### src/rtl/core_fetch_pipe.sv
// Fetch stage: keeps in-order instruction-bus reads in flight, buffers {pc, insn} in a FIFO, drops stale responses after a redirect.
// Optional perf counters (perf_dropped, perf_bubbles) are built when CORE_FETCH_PERF_EN is defined.
module core_fetch_pipe #(
    parameter int unsigned PREFETCH_ORDER = 2,
    parameter int unsigned MAX_INFLIGHT   = 2,
    parameter int unsigned ADDR_W         = 30,
    parameter int unsigned DATA_W         = 32
) (
    input  logic              clk,
    input  logic              rst_n,
    input  logic              stall,
    input  logic              branch,
    input  logic [ADDR_W-1:0] target,
    input  logic              prefetch_flush,
    input  logic [ADDR_W-1:0] porch_insn_pc,
    input  logic              fetch_ready,
    input  logic              fetched,
    input  logic [DATA_W-1:0] fetch_data,
    output logic              fetch,
    output logic [ADDR_W-1:0] addr,
    output logic              flush,
    output logic [ADDR_W-1:0] fetch_head,
    output logic [DATA_W-1:0] insn,
    output logic [ADDR_W-1:0] insn_pc,
    output logic              nop
`ifdef CORE_FETCH_PERF_EN
    ,
    output logic [31:0]       perf_dropped,
    output logic [31:0]       perf_bubbles
`endif
);

    localparam int unsigned DEPTH = 1 << PREFETCH_ORDER;
    localparam int unsigned PTR_W = PREFETCH_ORDER;
    localparam int unsigned CNT_W = PREFETCH_ORDER + 1;
    // Headroom above MAX_INFLIGHT: back-to-back redirects can stack stale reads on top of live ones.
    localparam int unsigned INF_W = $clog2(MAX_INFLIGHT + 1) + 4;
    localparam int unsigned SUM_W = ((CNT_W > INF_W) ? CNT_W : INF_W) + 1;

    logic [ADDR_W-1:0] r_addr;
    logic [ADDR_W-1:0] r_resp_pc;
    logic [INF_W-1:0]  r_inflight;
    logic [INF_W-1:0]  r_discard;
    logic [CNT_W-1:0]  r_fifo_cnt;
    logic [PTR_W-1:0]  r_wr_ptr;
    logic [PTR_W-1:0]  r_rd_ptr;
    logic [ADDR_W-1:0] r_fifo_pc   [DEPTH];
    logic [DATA_W-1:0] r_fifo_data [DEPTH];
    logic [DATA_W-1:0] r_insn;
    logic [ADDR_W-1:0] r_insn_pc;
    logic              r_nop;

    logic              w_flush;
    logic [ADDR_W-1:0] w_head;
    logic [INF_W-1:0]  w_live;
    logic [CNT_W-1:0]  w_fifo_term;
    logic              w_fetch;
    logic              w_issue;
    logic [ADDR_W-1:0] w_addr;
    logic              w_drop;
    logic              w_resp_vld;
    logic              w_adv;
    logic              w_pop;
    logic              w_bypass;
    logic              w_push;

    // Redirect, credit and FIFO control
    always_comb begin
        w_flush     = branch | prefetch_flush;
        w_head      = branch ? target : porch_insn_pc;
        w_live      = r_inflight - r_discard;
        w_fifo_term = w_flush ? '0 : r_fifo_cnt;
        w_fetch     = rst_n
                    && (w_live < INF_W'(MAX_INFLIGHT))
                    && ((SUM_W'(w_fifo_term) + SUM_W'(w_live)) < SUM_W'(DEPTH));
        w_issue     = w_fetch & fetch_ready;
        w_addr      = w_flush ? w_head : r_addr;
        w_drop      = fetched & (w_flush | (r_discard != '0));
        w_resp_vld  = fetched & ~w_drop;
        w_adv       = ~stall & ~w_flush;
        w_pop       = w_adv & (r_fifo_cnt != '0);
        w_bypass    = w_adv & (r_fifo_cnt == '0) & w_resp_vld;
        w_push      = w_resp_vld & ~w_bypass;
    end

    assign fetch      = w_fetch;
    assign addr       = w_addr;
    assign flush      = w_flush;
    assign fetch_head = w_head;
    assign insn       = r_insn;
    assign insn_pc    = r_insn_pc;
    assign nop        = r_nop;

    always_ff @(posedge clk or negedge rst_n) begin
        if (!rst_n) begin
            r_addr     <= '0;
            r_resp_pc  <= '0;
            r_inflight <= '0;
            r_discard  <= '0;
            r_fifo_cnt <= '0;
            r_wr_ptr   <= '0;
            r_rd_ptr   <= '0;
        end else begin
            r_addr     <= w_addr + ADDR_W'(w_issue);
            r_inflight <= r_inflight + INF_W'(w_issue) - INF_W'(fetched);
            if (w_flush) begin
                // Every read already on the bus is stale, including one returning now.
                r_discard  <= r_inflight - INF_W'(fetched);
                r_resp_pc  <= w_head;
                r_fifo_cnt <= '0;
                r_wr_ptr   <= '0;
                r_rd_ptr   <= '0;
            end else begin
                if (fetched && (r_discard != '0)) begin
                    r_discard <= r_discard - INF_W'(1);
                end
                r_resp_pc  <= r_resp_pc + ADDR_W'(w_resp_vld);
                r_fifo_cnt <= r_fifo_cnt + CNT_W'(w_push) - CNT_W'(w_pop);
                r_wr_ptr   <= r_wr_ptr + PTR_W'(w_push);
                r_rd_ptr   <= r_rd_ptr + PTR_W'(w_pop);
            end
        end
    end

    always_ff @(posedge clk) begin
        if (w_push) begin
            r_fifo_pc[r_wr_ptr]   <= r_resp_pc;
            r_fifo_data[r_wr_ptr] <= fetch_data;
        end
    end

    // Output register: FIFO head first, else same-cycle bypass of the response
    always_ff @(posedge clk or negedge rst_n) begin
        if (!rst_n) begin
            r_insn    <= '0;
            r_insn_pc <= '0;
            r_nop     <= 1'b1;
        end else if (w_flush) begin
            r_nop <= 1'b1;
        end else if (!stall) begin
            if (w_pop) begin
                r_insn    <= r_fifo_data[r_rd_ptr];
                r_insn_pc <= r_fifo_pc[r_rd_ptr];
                r_nop     <= 1'b0;
            end else if (w_bypass) begin
                r_insn    <= fetch_data;
                r_insn_pc <= r_resp_pc;
                r_nop     <= 1'b0;
            end else begin
                r_nop <= 1'b1;
            end
        end
    end

`ifdef CORE_FETCH_PERF_EN
    logic [31:0] r_perf_dropped;
    logic [31:0] r_perf_bubbles;

    always_ff @(posedge clk or negedge rst_n) begin
        if (!rst_n) begin
            r_perf_dropped <= '0;
            r_perf_bubbles <= '0;
        end else begin
            r_perf_dropped <= r_perf_dropped + 32'(w_drop);
            r_perf_bubbles <= r_perf_bubbles + 32'(~stall & r_nop);
        end
    end

    assign perf_dropped = r_perf_dropped;
    assign perf_bubbles = r_perf_bubbles;
`endif

    a_no_orphan_resp: assert property (@(posedge clk) disable iff (!rst_n)
        !(fetched && (r_inflight == '0)));
    a_no_overflow: assert property (@(posedge clk) disable iff (!rst_n)
        !(w_push && !w_pop && (r_fifo_cnt == CNT_W'(DEPTH))));

endmodule

### config.mk
export PLATFORM = sky130hd
export DESIGN_NAME = core_fetch_pipe
export DESIGN_NICKNAME = d
export VERILOG_FILES = /design/src/rtl/core_fetch_pipe.sv
export SDC_FILE = /design/constraint.sdc
export NUM_CORES = 1
export LEC_CHECK = 0
export ABC_AREA = 1
export BUFFER_PORTS_ARGS = -buffer_cell sky130_fd_sc_hd__buf_2
export CORE_MARGIN = 5
export CORE_UTILIZATION = 40
export DETAILED_ROUTE_END_ITERATION = 16
export PLACE_DENSITY = 0.59
export SYNTH_ARGS = -nofsm -noshare
export SYNTH_HDL_FRONTEND = slang
export SYNTH_SLANG_ARGS = --single-unit
### constraint.sdc
create_clock -name clk -period 4.45 [get_ports clk]
set_clock_uncertainty 0.1 [all_clocks]
set_input_delay 0 -clock clk [delete_from_list [all_inputs] [get_ports clk]]
set_output_delay 0 -clock clk [all_outputs]
set_load 0.05 [all_outputs]
Word-level counts from Yosys, hierarchy flattened --
Memories as Yosys holds them, arrays and structs flattened. Cells that the tools add are included.
Storage, ports and cells: output and inout port bits 125, RAM bits 248, logic and storage cells 69, input port bits 99, memories kept 2, memory bits (read-only) 0, bits in latches 0, register bits after elaboration 142
Memory list:
- r_fifo_data | depth 4, width 32, rd ports 1, clocked after Yosys merged registers in 0, write ports 1, RTL line 48 | logic [DATA_W-1:0] r_fifo_data [DEPTH];
- r_fifo_pc | depth 4, width 30, rd ports 1, clocked after Yosys merged registers in 0, write ports 1, RTL line 47 | logic [ADDR_W-1:0] r_fifo_pc [DEPTH];
Cells by class: equality and inequality tests 1, add/sub/neg operators 12, div/mod/pow operators 0, multiply operators 0, magnitude comparators 2, muxes and demuxes 19, reductions and logical operators 9, shift operators 0, bitwise gates (word level) 14
Operators by type and width (number):
- two-way mux 30 bit | 5
- two-way mux 32 bit | 2
- adder 30 x 1 -> 30 bit | 2
- two-way mux 6 bit | 2
- subtractor 6 x 1 -> 6 bit | 2
- bitwise AND 1 bit | 8
- adder 3 x 6 -> 7 bit | 1
- less-than comparator 7 x 3 -> 1 bit, second input constant | 1
- adder 6 x 1 -> 6 bit | 1
- less-than comparator 6 x 2 -> 1 bit, second input constant | 1
- two-way mux 1 bit | 6
- two-way mux 3 bit | 2
- nonzero test 6 bit | 1
- subtractor 6 x 1 -> 6 bit, second input constant | 1
- subtractor 6 bit | 1
- adder 2 x 1 -> 2 bit | 2
- two-way mux 2 bit | 2
- NOT 1 bit | 4
- nonzero test 2 bit | 2
- adder 3 x 1 -> 3 bit | 1
- logical AND 1 bit | 3
- logical NOT 3 bit | 1
- AND reduction 3 bit | 1
- nonzero test 3 bit | 1
- 3 further kinds | 4

Logic depth before layout (Yosys ltp) --
depth in word-level cells 11, depth in mapped cells 22, mapped depth without buffers 22

Worst setup path after synthesis --
OpenSTA, ideal clock, no wires.
kind register to register, from register r_discard[1], to memory r_fifo_data[0][0], enable pin, path slack -203 ps, buffers on the path 0, library setup time 482 ps, arrival time 4071 ps, data required time 3868 ps, period minus slack after synthesis 4653 ps, stages on the path, launching flop included 11, cell sequence dfrtp_1 inv_1 ha_1 nand2_1 nor2_1 nand3_1 nor2_1 nand2_1 a21oi_1 nand2_1 nor2_1
On the way: word-level cells in the longest chain between the ends 10
RTL lines:
- start: declaration | RTL line 43 | logic [INF_W-1:0] r_discard;
- start signal: assignment | RTL line 108 | r_discard <= r_inflight - INF_W'(fetched);
- start signal: assignment | RTL line 115 | r_discard <= r_discard - INF_W'(1);
- nonzero test 6 bit (*) | RTL line 78 | w_drop = fetched & (w_flush | (r_discard != '0));
- OR 1 bit (*) | RTL line 78
- bitwise AND 1 bit (*) | RTL line 78
- NOT 1 bit (*) | RTL line 79 | w_resp_vld = fetched & ~w_drop;
- bitwise AND 1 bit (*) | RTL line 79
- bitwise AND 1 bit | RTL line 82 | w_bypass = w_adv & (r_fifo_cnt == '0) & w_resp_vld;
- NOT 1 bit | RTL line 83 | w_push = w_resp_vld & ~w_bypass;
- bitwise AND 1 bit (*) | RTL line 83
- two-way mux 1 bit (*) | RTL line 126 | if (w_push) begin
- two-way mux 1 bit (not written as such) (*) | RTL line 128 | r_fifo_data[r_wr_ptr] <= fetch_data;
- end: declaration | RTL line 48
Every way passes the cells marked *; elsewhere a longest branch is shown, timed or not.

Worst setup path in the final report --
from register r_inflight[0], to register r_inflight[4]
On the way: word-level cells in the longest chain between the ends 7, elaborated cells on any way between the ends 9, classes of those cells add/sub (4); order compare (2); bitwise (1); reduce/logical (2)
RTL lines:
- start: declaration | RTL line 42 | logic [INF_W-1:0] r_inflight;
- start signal: assignment | RTL line 105 | r_inflight <= r_inflight + INF_W'(w_issue) - INF_W'(fetched);
- subtractor 6 bit | RTL line 71 | w_live = r_inflight - r_discard;
- adder 3 x 6 -> 7 bit / less-than comparator 6 x 2 -> 1 bit (equally long branches) | RTL line 75, 74
- less-than comparator 7 x 3 -> 1 bit / logical AND 1 bit (equally long branches) | RTL line 75, 74
- logical AND 1 bit | RTL line 75 | && ((SUM_W'(w_fifo_term) + SUM_W'(w_live)) < SUM_W'(DEPTH));
- bitwise AND 1 bit | RTL line 76 | w_issue = w_fetch & fetch_ready;
- adder 6 x 1 -> 6 bit (*) | RTL line 105
- subtractor 6 x 1 -> 6 bit (*) | RTL line 105
Marks and branches as above. A chain may end at the register's enable or synchronous reset.

==> impl_summary.md <==
Setup path
The count of buffer and inverter cells on the critical path is 4. The cell family contributing the most delay on the critical path is adder cells. The critical register-to-register path startpoint is r_inflight[0]$_DFF_PN0_. The reg-to-reg setup timing slack is 0.34 ns.

The delay contributed by the slowest stage of the critical path is 0.42 ns. Counting buffers and inverters, the worst setup path is 21 cells deep. STA classifies the critical path endpoint as a flop. Data arrives at the worst endpoint at around 4.5 ns.

The type of origin of the critical path is a flop. The end of the worst register-to-register path is r_inflight[4]$_DFF_PN0_. The start-to-end type of the worst setup path is reg2reg. The required arrival time at the worst endpoint is 4.85 ns. The largest fanout on the critical path is 2. Among all stages on the critical path, the largest delay is contributed by sky130_fd_sc_hd__fa_1. The critical path goes through inv_1, ha_1, inv_1, fa_1, nand2_1, inv_1, nor2_1, ha_1, or3_1, nor3_1, o211ai_1, nor2_1, nand2_1, ha_1, inv_1, ha_1, fa_1, a21oi_1, nor2_1, nor2_1, xor2_1.

The source of the critical timing path is r_inflight[0]$_DFF_PN0_. The capturing instance or port of the critical path is r_inflight[4]$_DFF_PN0_. The number of cells on the worst reg-to-reg path is 21.

STA
Setup repair after global routing left no endpoint under its margin. The number of failing hold endpoints at the final stage is 0. Summed over all failing endpoints, the final setup total negative slack is 0 ns. The shortest period the worst path allows is 4.11 ns. The worst path meets setup with 0.339 ns of slack. The transition at the pin with the smallest max-transition slack is 1.19 ns. The number of pins with negative max-slew slack in the final report is 0. Timing would allow up to 0.243 GHz. Final hold analysis gives a worst-case slack of between 0.05 and 0.06 ns.

The share of the cycle needed by the critical path after routing is a little over 90%. The final setup violation count is 0. The worst pin sits at a relative slew slack of about a fifth.

Final layout
The share of layout cells above drive strength 1 is a little under a fifth. The number of antenna diodes in the final layout is 0. The area growth from synthesis to layout is 22.5%.

The final net count is 2188. In the layout the commonest cells are sky130_fd_sc_hd__nand2_1, sky130_fd_sc_hd__nor2_1, sky130_fd_sc_hd__edfxtp_1, sky130_fd_sc_hd__buf_2, sky130_fd_sc_hd__o21ai_0. The library cell used most frequently in the layout, excluding fill and tap cells, is sky130_fd_sc_hd__nand2_1. The post-layout utilization of the core is 49.5%.

Fill cells in the final layout number 4044.

Pwr
Summed over all cells, the static leakage comes to 9.03 nW. IR analysis of the VDD net gives a maximum drop of 377 uV. In this run the power density over the cells is 494 nW/um^2. The power consumption is 0.0108 W.

Routing
The average routed wire per standard cell is about 18 um. Detailed routing inserted a total of between 10000 and 15000 vias. The detailed router finished its first iteration with 886 violations. The average via count per standard cell is 5.04. For this run, design rule violations remaining after detail routing come to 0. The sum of routed wire length over all layers is 47.4 mm. The first-pass iteration count of the detailed router is 5. Once detail routing completed, the nets flagged for antenna violations numbered 0.

Clock network
The post-CTS setup buffer count is 0. TritonCTS built the clock tree. The buffer type at the clock tree root is sky130_fd_sc_hd__clkbuf_16. The clock passes through at most 3 buffers. The clock transition at the registers of the reported paths is around 0.060 ns. Gates resized during post-CTS repair numbered 0. The number of buffers inserted for hold repair after clock tree synthesis is 97. The number of buffers created by CTS is 43. The maximum level of the CTS H-tree is 2. The latest clock arrival within the worst-skew pair is 0.57 ns. The clock drives ~400 sinks.

Synthesis
Of all cell types, the one taking the most synthesized area is sky130_fd_sc_hd__edfxtp_1. The number of standard cells after synthesis is 1754. The synthesized area per cell is 10.2 sq um. The total nets after synthesis is roughly 1900.

The sequential area share after synthesis is 61.6%. In this run, distinct cell masters in the synthesized netlist total 39. The Yosys step of the flow raised 0 warnings.

The top cell type by area accounts for 41.7% of the synthesized area. Yosys attributes the largest share of cell area to sky130_fd_sc_hd__edfxtp_1, sky130_fd_sc_hd__dfrtp_1, sky130_fd_sc_hd__nand2_1. The number of storage elements in the synthesis netlist is 390.

The synthesized cell area is 17900 sq um.

Worst hold path
The worst hold path begins at prefetch_flush. The tightest min-delay check is of the in2reg type.

Outcome
The flow ran to the end, and the final reports show no timing, DRC or antenna violations.

Global routing
The number of global-route vias before repair is 13578. The number of antenna violations at the first check in global routing is 0. In the global route stage, overall resource usage came out at 18.9%.

The largest net degree at the start of global routing is about 130. The first-pass GRT wire length is 75.3 mm. The total overflow left after global routing is 0.

Floorplanning
The number of standard-cell rows in the floorplan is 77. The horizontal die dimension is 221 um. The core footprint is about 44000 sq um. The initial utilization of the core area, before any placement, comes to 40.4%. Measured along the y axis, the die boundary spans 221 um. The floorplan step defined a die boundary enclosing 49000 sq um. For this design the top-level I/O count stands at about 220.

Run
The number of violations of the max-capacitance limit is 0.

Placement
At the end of routability-driven placement, the weighted congestion stood at about 0.86. After legalization and detailed placement, the total HPWL measured 30.3 mm. OpenSTA, run right after detailed placement, puts the worst setup slack at 0.384 ns. During placement, the flow inserted port buffers numbering 223.
==> worst min-delay path by stage <==
stage | cells after the start | end
finish | 5 | r_resp_pc[11]$_DFF_PN0_
global route | 5 | r_resp_pc[0]$_DFF_PN0_
CTS | 5 | r_resp_pc[0]$_DFF_PN0_
detailed placement | 1 | r_discard[3]$_DFFE_PN0P_
global placement | 1 | r_discard[3]$_DFFE_PN0P_
floorplan | 0 | insn[0]$_DFFE_PN0P_
==> registers in the layout, indices dropped and copies added (netlist names) <==
signal and flops:
insn_pc 30, r_resp_pc 30, r_fifo_pc 120, r_fifo_cnt 3, insn 32, nop 1, r_rd_ptr 2, r_addr 30
r_wr_ptr 2, r_fifo_data 128, r_inflight 6, r_discard 6
==> layer usage <==
| layer | vias to the layer above | track usage, % | share of wire [%] | wire length [um] |
|---|---|---|---|---|
| li1 | 6557 | - | - | - |
| met1 | 6507 | 26.3 | 46 | 21700 |
| met2 | 379 | 30.4 | 46 | 21900 |
| met3 | 82 | 3.66 | 5.4 | 2560 |
| met4 | 0 | 5.34 | 2.7 | 1260 |
| met5 | - | 0 | 0 | 0 |
==> kinds of logic after synthesis <==
logic type | count (synthesis) | share of synthesized area, %
AO/OA/AOI/OAI | 314 | 9.35
XOR/XNOR | 43 | 2.11
multiplexers | 40 | 2.24
adder cells (fa/ha/maj) | 30 | 2.23
flip-flops | 390 | 61.6
buffers and inverters | 177 | 4.50
AND/OR/NAND/NOR | 760 | 18.0
==> cell type report <==
cell class	instances	area, sq um	share of cell area, %
multi-input cells	1187	6110	27.9
repair buffers	341	2280	10.4
well taps	592	741	3.38
flip-flops and latches	390	11000	50.3
clock buffers	65	1190	5.43
clock inverters	15	209	0.954
inverters	96	367	1.67
==> cell usage after synthesis (all sizes together) <==
| master | count |
|---|---|
| nor2 | 314 |
| inv | 95 |
| o31ai | 1 |
| a31oi | 2 |
| ha | 27 |
| xnor2 | 13 |
| edfxtp | 248 |
| o21bai | 1 |
| a21boi | 1 |
| nor3 | 16 |
| dfstp | 1 |
| o21ai | 148 |
| clkinv | 1 |
| mux2i | 40 |
| clkbuf | 42 |
| dfrtp | 141 |
| buf | 39 |
| nand3b | 1 |
| nor4 | 1 |
| nand2 | 381 |
| o211ai | 3 |
| o22ai | 62 |
| a21oi | 96 |
| nand4 | 8 |
| xor2 | 30 |
| nand3 | 38 |
| or3 | 1 |
| fa | 3 |
==> worst reg2reg max path, delay by kind of cell, from the launching register on <==
family                   cells  cell delay [ns]
AND/OR/NAND/NOR              8             1.19
buffers and inverters        4             0.22
flip-flops                   1             0.38
XOR/XNOR                     1             0.15
adder cells (fa/ha/maj)      6             1.68
AO/OA/AOI/OAI                2             0.33
==> report_power, final <==
part           internal [W]  switching, W  total [W]
combinational      0.000768       0.00199    0.00276
clock               0.00210       0.00145    0.00355
sequential          0.00424      0.000269    0.00451
total               0.00710       0.00371     0.0108
==> through the flow <==
| step | instances | cell area [sq um] |
|---|---|---|
| finish | 2686 | 21900 |
| floorplan | 1754 | 17900 |
| global route | 2686 | 21900 |
| detailed placement | 2509 | 19500 |
| global placement | 2509 | 19500 |
| CTS | 2686 | 21900 |
Power figures use the tool's default switching activity.
